[config.mk]
export PLATFORM = sky130hd
export DESIGN_NAME = piso_tx_arbiter
export DESIGN_NICKNAME = d
export VERILOG_FILES = /design/src/rtl/piso_pkg.sv /design/src/rtl/piso_tx_arbiter_rr_pick.sv /design/src/rtl/piso_tx_arbiter.sv
export SDC_FILE = /design/constraint.sdc
export NUM_CORES = 1
export LEC_CHECK = 0
export CORE_MARGIN = 2
export CORE_UTILIZATION = 46
export CTS_CLUSTER_SIZE = 16
export DETAILED_ROUTE_END_ITERATION = 8
export GPL_TIMING_DRIVEN = 0
export PLACE_DENSITY = 0.83
export RECOVER_POWER = 25
export SLEW_MARGIN = 20
export SYNTH_ARGS = -nofsm -noshare
export SYNTH_HDL_FRONTEND = slang
export SYNTH_SLANG_ARGS = --single-unit
[constraint.sdc]
create_clock -name clk -period 5.5 [get_ports clk]
set_clock_uncertainty 0.1 [all_clocks]
set_input_delay 0.55 -clock clk [delete_from_list [all_inputs] [get_ports clk]]
set_output_delay 0.55 -clock clk [all_outputs]
set_load 0.05 [all_outputs]
[src/rtl/piso_pkg.sv]
// piso_pkg: shared state encoding and constants for the PISO transmit arbiter.
package piso_pkg;
  localparam int DATA_W = 16;
  localparam int ID_W = 3;
  localparam logic [7:0] HDR_SYNC = 8'hA5;
  typedef enum logic [2:0] {IDLE, LOAD, WAIT_DONE, GAP, HDR_LOAD, HDR_WAIT} state_t;
endpackage

[src/rtl/piso_tx_arbiter_rr_pick.sv]
// rr_pick: combinational round-robin search for the first set request at or above ptr.
module rr_pick
  import piso_pkg::*;
#(
  parameter int N_REQ = 4
) (
  input  logic [N_REQ-1:0] req,
  input  logic [ID_W-1:0]  ptr,
  output logic [ID_W-1:0]  grant,
  output logic             valid
);
  logic [7:0]      w_req8;
  logic [ID_W-1:0] w_idx;
  // Scan from the farthest candidate down so the nearest one to ptr wins.
  always_comb begin
    w_req8 = 8'(req);
    w_idx  = '0;
    grant  = '0;
    valid  = 1'b0;
    for (int k = N_REQ - 1; k >= 0; k--) begin
      w_idx = ID_W'((int'(ptr) + k) % N_REQ);
      if (w_req8[w_idx]) begin
        grant = w_idx;
        valid = 1'b1;
      end
    end
  end
endmodule

[src/rtl/piso_tx_arbiter.sv]
// piso_tx_arbiter: round-robin sharing of one PISO serializer between N_REQ word sources.
// Define PISO_ID_HEADER_EN to send an {A5, 5'b0, id} header word ahead of each data word.
module piso_tx_arbiter
  import piso_pkg::*;
#(
  parameter int N_REQ          = 4,
  parameter int GAP_CYCLES     = 2,
  parameter int TIMEOUT_CYCLES = 63
) (
  input  logic                    clk,
  input  logic                    rst,
  input  logic [N_REQ-1:0]        req,
  input  logic [N_REQ*DATA_W-1:0] data,
  output logic [N_REQ-1:0]        ack,
  output logic [DATA_W-1:0]       piso_in,
  output logic                    piso_valid,
  input  logic                    piso_done,
  output logic                    busy,
  output logic [ID_W-1:0]         cur_id,
  output logic                    err_timeout,
  input  logic                    err_clr
);
  localparam int CNT_MAX = (TIMEOUT_CYCLES > GAP_CYCLES) ? TIMEOUT_CYCLES : GAP_CYCLES;
  localparam int CNT_W   = $clog2(CNT_MAX + 1);

  state_t            r_state;
  logic [N_REQ-1:0]  r_ack;
  logic [DATA_W-1:0] r_piso;
  logic              r_valid;
  logic [ID_W-1:0]   r_cur;
  logic              r_err;
  logic [ID_W-1:0]   r_ptr;
  logic [CNT_W-1:0]  r_cnt;
`ifdef PISO_ID_HEADER_EN
  logic [DATA_W-1:0] r_word;
`endif

  logic [ID_W-1:0]   w_grant;
  logic              w_gvalid;
  logic [DATA_W-1:0] w_words [8];
  logic [CNT_W-1:0]  w_cnt_nxt;

  rr_pick #(.N_REQ(N_REQ)) u_pick (
    .req   (req),
    .ptr   (r_ptr),
    .grant (w_grant),
    .valid (w_gvalid)
  );

  always_comb begin
    for (int i = 0; i < 8; i++) w_words[i] = '0;
    for (int i = 0; i < N_REQ; i++) w_words[i] = data[i*DATA_W +: DATA_W];
  end

  assign w_cnt_nxt = r_cnt + CNT_W'(1);

  always_ff @(posedge clk or posedge rst) begin
    if (rst) begin
      r_state <= IDLE;
      r_ack   <= '0;
      r_piso  <= '0;
      r_valid <= 1'b0;
      r_cur   <= '0;
      r_err   <= 1'b0;
      r_ptr   <= '0;
      r_cnt   <= '0;
`ifdef PISO_ID_HEADER_EN
      r_word  <= '0;
`endif
    end else begin
      r_ack   <= '0;
      r_valid <= 1'b0;
      // A timeout in this same cycle overrides the clear below.
      if (err_clr) r_err <= 1'b0;
      case (r_state)
        IDLE:
          if (w_gvalid) begin
            r_ack <= N_REQ'(1) << w_grant;
            r_cur <= w_grant;
            r_ptr <= (int'(w_grant) == N_REQ - 1) ? '0 : w_grant + ID_W'(1);
`ifdef PISO_ID_HEADER_EN
            r_word  <= w_words[w_grant];
            r_piso  <= {HDR_SYNC, 5'b0, w_grant};
            r_state <= HDR_LOAD;
`else
            r_piso  <= w_words[w_grant];
            r_state <= LOAD;
`endif
          end
        LOAD, HDR_LOAD: begin
          r_valid <= 1'b1;
          r_cnt   <= '0;
          r_state <= (r_state == HDR_LOAD) ? HDR_WAIT : WAIT_DONE;
        end
        WAIT_DONE, HDR_WAIT:
          if (piso_done) begin
            r_cnt <= '0;
`ifdef PISO_ID_HEADER_EN
            if (r_state == HDR_WAIT) begin
              r_piso  <= r_word;
              r_state <= LOAD;
            end else
              r_state <= (GAP_CYCLES == 0) ? IDLE : GAP;
`else
            r_state <= (GAP_CYCLES == 0) ? IDLE : GAP;
`endif
          end else if (w_cnt_nxt == CNT_W'(TIMEOUT_CYCLES)) begin
            r_err   <= 1'b1;
            r_state <= IDLE;
          end else
            r_cnt <= w_cnt_nxt;
        GAP:
          if (w_cnt_nxt == CNT_W'(GAP_CYCLES)) r_state <= IDLE;
          else r_cnt <= w_cnt_nxt;
        default: r_state <= IDLE;
      endcase
    end
  end

  assign ack         = r_ack;
  assign piso_in     = r_piso;
  assign piso_valid  = r_valid;
  assign busy        = (r_state != IDLE);
  assign cur_id      = r_cur;
  assign err_timeout = r_err;
endmodule

==> results of run 1 <==
cells by family after synthesis:
family                   count (synthesis)
other                                    1
buffers and inverters                   35
flip-flops                              35
AND/OR/NAND/NOR                         61
adder cells (fa/ha/maj)                  4
multiplexers                             7
XOR/XNOR                                 6
AO/OA/AOI/OAI                          105
flip-flops by register name, indices dropped and copies added, names as in the netlist:
| register | flops |
|---|---|
| cur_id | 2 |
| piso_in | 16 |
| r_ptr | 2 |
| piso_valid | 1 |
| r_cnt | 6 |
| ack | 4 |
| r_state | 3 |
| err_timeout | 1 |
worst reg2reg max path, stage by stage, from the launching register on:
cell	delay, ps
dfrtp_1	450
ha_1	310
nor4b_1	390
a41o_1	180
nand4_1	200
nand3_1	230
mux2_2	360
cell usage in the layout, fill, tap and decap left out, drive strengths merged, types with 2 or more instances in the layout:
cell type      count
inv               12
and4               2
o21ai              5
nand3              4
o31ai             16
buf               14
xnor2              5
nor2              10
a211oi            32
ha                 4
nand4              2
mux2i              2
or2                2
nor3b              2
o21a              32
or3                2
nor3               4
mux2               5
clkdlybuf4s50     95
nand2             25
a21oi              9
nand2b             5
clkbuf            15
dfrtp             35
routing by layer:
layer | wire length (um) | GRT usage
met4 | 149 | 0.0873
met2 | 3390 | 0.426
met1 | 2990 | 0.346
met3 | 334 | 0.0623
met5 | 0 | 0
stage by stage:
step / setup slack, ps / hold WS, ps / total power [mW] / area, um^2 / util
floorplan: 3340 / 417 / 1.09 / 2270 / -
global placement: 2590 / 360 / 1.39 / 3320 / 0.698
detailed placement: 2540 / 370 / 1.42 / 3320 / 0.698
CTS: 2840 / 387 / 1.62 / 3410 / 0.717
global route: 2670 / 413 / 1.72 / 3410 / 0.716
finish: 2830 / 382 / 1.61 / 3410 / 0.716
power groups by stage:
| stage | registers [mW] | logic (mW) | clock network (mW) |
|---|---|---|---|
| global route | 0.425 | 1.09 | 0.203 |
| detailed placement | 0.414 | 1.01 | 0 |
| floorplan | 0.645 | 0.446 | 0 |
| CTS | 0.411 | 1.01 | 0.194 |
| global placement | 0.412 | 0.981 | 0 |
| finish | 0.412 | 1.01 | 0.192 |
synthesized netlist by cell type:
cell and count:
a311oi_2 1, mux2_2 5, nand2b_1 5, xor2_1 1, dfrtp_1 35, inv_1 10, nor3b_1 2, o22ai_1 1
a21boi_0 1, a21bo_2 1, nor2_1 10, a21o_1 1, inv_2 2, or3_1 2, nor4_1 1, mux2i_1 2
a41o_1 1, buf_2 14, nand3_1 4, a211oi_1 32, nor2b_1 1, nand4_1 2, a21oi_1 9, clkbuf_1 8
o21a_1 32, o21bai_1 1, o2111ai_1 1, buf_4 1, a32oi_1 1, conb_1 1, a22o_1 1, o31ai_1 16
nor4b_1 1, nor3_1 4, nand2_1 25, o21ai_0 5, ha_1 4, xnor2_1 5, or2_1 2, o2bb2ai_1 1
and4_1 2
path summary, 6_finish.rpt:
| check | start | to | slack, ps | cells after the start |
|---|---|---|---|---|
| worst max-delay path | req[0] | r_ptr[1]$_DFFE_PP0P_ | 2830 | 8 |
| worst min-delay path | piso_in[15]$_DFFE_PP0P_ | piso_in[15]$_DFFE_PP0P_ | 380 | 2 |
| worst max register to register | r_cnt[0]$_DFFE_PP0P_ | r_cnt[1]$_DFFE_PP0P_ | 3170 | 6 |
| worst min register to register | piso_in[15]$_DFFE_PP0P_ | piso_in[15]$_DFFE_PP0P_ | 380 | 2 |
| max in group asynchronous | rst | piso_in[15]$_DFFE_PP0P_ | 3500 | 2 |
| min in group asynchronous | rst | piso_in[10]$_DFFE_PP0P_ | 990 | 2 |
area by class of cell:
class	instances	area, um^2	share of cell area
clock buffer	6	82.6	0.0242
tap	67	83.8	0.0246
timing repair buffer	96	961	0.282
clock inverter	1	5.00	0.00147
multi-input combinational	184	1250	0.366
inverter	12	45.0	0.0132
buffer	23	106	0.0312
sequential	35	876	0.257
==> flow_metrics.py, run 1 <==
metrics = {
    "sta": {
        "final-hold-violation-count": 0,
        "max_slew_margin": 0.0908,
        "post-route-period-util": 0.486,
        "fin_tns_setup_ps": 0,
        "setup_violations": 0,
        "tightest_slew_ps": 1360,
        "final_max_slew_viol_count": 0,
        "fmax_ghz": 0.374,
        "finalCriticalPeriod_ps": 2670,
        "rsz0062_at_grt": "false",
    },
    "cells_and_area": {
        "antenna_cells": 0,
        "num-fill-cells": 388,
        "drive_gt1_frac": 0.0840,
        "final_cells": 424,
        "layout.nets": 433,
        "syn2layout_area_growth_pct": 49.7,
    },
    "setup_path": {
        "critical_path.cell_chain": "clkdlybuf4s50_1 -> nand2_1 -> a311oi_2 -> or2_1 -> inv_2 -> buf_2 -> ha_1 -> mux2_2",
        "cp_top_family": "buffers and inverters",
        "cpPeakStageDelay_ps": 540,
        "critPathMaxFanout": 10,
        "worstPathRequired_ps": 5570,
        "cp-end-kind": "flop",
        "cpMaxStageDelayCell": "clkdlybuf4s50_1",
        "worst-path-buf-inv": 3,
        "crit_type": "in -> reg",
        "crit_path_start_kind": "input pin",
        "arrival_ps": 2750,
    },
    "synthesis": {
        "synth_top_area_cell": "dfrtp_1",
        "syn-num-nets": 330,
        "synth_xor_area_frac": 0.0231,
        "yosysSeqAreaShare": 0.385,
        "yosys.area_share.simple": 0.129,
        "synth.area.top_cells": "dfrtp_1, a211oi_1, o21a_1",
        "synthAdderAreaFrac": 0.0220,
        "synth_compound_area_frac": 0.338,
        "synth_mux_area_frac": 0.0336,
        "yosysTopAreaCellShare": 0.385,
        "yosys_warnings": 0,
        "ys_ff_latch": 35,
        "netlist_area_um2": 2270,
        "synthCells": 254,
        "syn_avg_cell_area_um2": 8.96,
        "synth_top_family_by_area": "compound AO/OA/AOI/OAI gates",
        "yosys.cell_types.count": 41,
    },
    "clock_tree": {
        "cts-buffers-inserted": 5,
        "clk_latency_ps": 290,
        "clockBufferDepth": 2,
        "cts_tree": "built",
        "hold_buffers": 0,
        "clkSinkCount": 35,
        "cts-htree-levels": 2,
        "clkTransAtPathRegs_ps": 60,
        "cts_resized": 0,
        "post_cts_buffers": 0,
        "cts-root-buf": "clkbuf_8",
    },
    "detailed_routing": {
        "drt_iter0_drc": 127,
        "first_pass_iters": 4,
        "ant_nets": 0,
        "drc_errors": 0,
        "routed_wl_um": 6870,
        "wire_per_inst_um": 16.2,
        "vias": 2331,
        "drt-vias-per-instance": 5.50,
    },
    "global_route": {
        "grt_pass1_wl_um": 10900,
        "grt_max_degree": 36,
        "antenna_found_initial": 0,
        "grt.total_usage": 0.262,
        "grt.overflow.total": 0,
        "grt_pass1_vias": 2281,
    },
    "job": {
        "drv_cap": 0,
    },
    "floorplan": {
        "initial_core_util": 0.478,
        "die_area_um2": 5520,
        "core_area_um2": 4750,
        "die_h_um": 74.3,
        "row_count": 25,
        "die_w_um": 74.3,
        "ios": 98,
    },
    "placement": {
        "dpl.cell_count": 417,
        "place_congestion": 0.862,
        "io_buffer_count": 96,
        "dp_hpwl_um": 5200,
    },
    "min_path": {
        "hold_class": "reg -> reg",
    },
    "power_and_ir_drop": {
        "powerDensity_nw_per_um2": 474,
        "p_sw_uw": 786,
        "pwr-share-clk": 0.119,
        "combPwrFrac": 0.626,
        "swShare": 0.487,
        "seq_power_share": 0.255,
        "cell_internal_pwr_uw": 827,
        "vdd_drop_max_uv": 217,
        "p_leak_nw": 1.40,
    },
    "status": {
        "outcome": "finished clean",
    },
}
No activity file was read; power rests on OpenSTA's default activity.
==> run 2, diff against run 1 <==
CORE_UTILIZATION = 39   (was 46)
PLACE_DENSITY = 0.75   (was 0.83)
clock period = 2.4 ns   (was 5.5 ns; I/O delays follow)
==> flow_metrics.py, run 2 (synthesis gave the netlist of run 1 again) <==
metrics = {
    "placement": {
        "dp_hpwl_um": 5290,
        "dpl.cell_count": 422,
        "place_area_um2": 3330,
        "place_congestion": 0.927,
        "io_buffer_count": 96,
    },
    "cells_and_area": {
        "largest_reg_flops": 16,
        "layout_common_cells": "clkdlybuf4s50_1, dfrtp_1, o21a_1, a211oi_1, nand2_1",
        "final_common_cell": "clkdlybuf4s50_1",
        "stdcell_area_um2": 3440,
        "final_cells": 430,
        "fin_util": 0.617,
        "layout.nets": 434,
        "drive_gt1_frac": 0.0950,
        "antenna_cells": 0,
        "syn2layout_area_growth_pct": 51.2,
    },
    "global_route": {
        "antenna_found_initial": 0,
        "grt.overflow.total": 0,
        "grt_pass1_vias": 2181,
        "grt.total_usage": 0.215,
        "grt_pass1_wl_um": 10700,
        "grt_max_degree": 36,
    },
    "job": {
        "drv_cap": 0,
    },
    "detailed_routing": {
        "routed_wl_um": 6870,
        "top_layer_used": "met4",
        "wl_met2_um": 3460,
        "wire_per_inst_um": 16.0,
        "ant_nets": 0,
        "vias": 2318,
        "first_pass_iters": 4,
        "drt-vias-per-instance": 5.39,
        "wirelength_met1_um": 3030,
        "drc_errors": 0,
        "dr_wl_met3_um": 278,
        "drt_iter0_drc": 154,
    },
    "floorplan": {
        "core_area_um2": 5570,
        "row_count": 27,
        "die_w_um": 80.4,
        "die_h_um": 80.4,
        "initial_core_util": 0.408,
        "ios": 98,
        "die_area_um2": 6460,
    },
    "sta": {
        "tightest_slew_ps": 1330,
        "post-route-period-util": 0.957,
        "final-hold-violation-count": 0,
        "rsz0062_at_grt": "false",
        "setup_violations": 0,
        "max_slew_margin": 0.114,
        "finalCriticalPeriod_ps": 2300,
        "fin_tns_setup_ps": 0,
        "fmax_ghz": 0.436,
        "final_max_slew_viol_count": 0,
    },
    "setup_path": {
        "critPathMaxFanout": 10,
        "r2r-start": "r_ptr[1]$_DFFE_PP0P_",
        "r2r_end": "r_ptr[1]$_DFFE_PP0P_",
        "arrival_ps": 2360,
        "crit_type": "in -> reg",
        "reg2reg_depth": 7,
        "reg2reg_slack_ps": 150,
        "worstPathRequired_ps": 2470,
        "cp-end-kind": "flop",
        "crit_path_start_kind": "input pin",
    },
    "clock_tree": {
        "clockBufferDepth": 2,
        "clkSinkCount": 35,
        "clk_latency_ps": 290,
        "hold_buffers": 0,
        "cts_tree": "built",
        "cts-root-buf": "clkbuf_8",
        "clkTransAtPathRegs_ps": 70,
        "cts-htree-levels": 2,
        "cts-buffers-inserted": 5,
    },
    "min_path": {
        "hold_end": "piso_in[8]$_DFFE_PP0P_",
        "hold_class": "reg -> reg",
        "min_from": "piso_in[8]$_DFFE_PP0P_",
        "holdPathStages": 2,
    },
    "power_and_ir_drop": {
        "vdd_drop_max_uv": 640,
        "p_leak_nw": 1.41,
        "powerDensity_nw_per_um2": 1080,
    },
    "status": {
        "outcome": "finished clean",
    },
}
-- run 2: area by class of cell --
cell class	instances	area, um^2
repair buffers	97	968
well taps	72	90.1
flip-flops and latches	35	876
clock inverters	1	5.00
multi-input cells	184	1260
inverters	12	45.0
plain buffers	23	110
fillers	495	2130
clock buffers	6	82.6
-- run 2: metal layers --
layer,track usage,up-vias
met5,0,-
met4,0.0627,0
met3,0.0281,11
met2,0.362,68
met1,0.287,1099
li1,-,1140
-- run 2: worst max-delay path, stage by stage --
cell,delay (ps)
clkdlybuf4s50_1,530
mux2i_1,190
nor2_1,50
or3_1,410
inv_2,180
clkbuf_4,250
ha_1,250
mux2_2,260
-- run 2: worst max path at each step --
stage / end / start / cells after the start / slack (ps)
5_1_grt: r_cnt[3]$_DFFE_PP0P_ / r_cnt[0]$_DFFE_PP0P_ / 6 / 10
3_5_place_dp: r_ptr[1]$_DFFE_PP0P_ / req[2] / 8 / -240
4_1_cts: r_ptr[1]$_DFFE_PP0P_ / req[2] / 8 / 50
6_report: r_ptr[1]$_DFFE_PP0P_ / req[2] / 8 / 100
2_1_floorplan: piso_in[1]$_DFFE_PP0P_ / r_state[2]$_DFFE_PP0P_ / 6 / 300
3_3_place_gp: r_ptr[1]$_DFFE_PP0P_ / req[2] / 8 / -240
-- run 2: through the flow --
stage | setup slack, ps | total power [mW] | hold slack, ps
6_report | 104 | 3.70 | 374
4_1_cts | 50.1 | 3.68 | 331
3_5_place_dp | -244 | 3.25 | 365
5_1_grt | 11.2 | 3.94 | 402
2_1_floorplan | 302 | 2.50 | 236
3_3_place_gp | -236 | 3.21 | 360
-- run 2: power by group --
part	internal (mW)	switching, mW
combinational	0.880	1.44
sequential	0.804	0.143
clock	0.225	0.206
-- run 2: what timing repair did --
item | in CTS | in global routing
setup endpoints to repair | 0 | 3
buffers inserted | 0 | 1
hold endpoints to repair | 0 | 0
gates resized for setup | 0 | 4
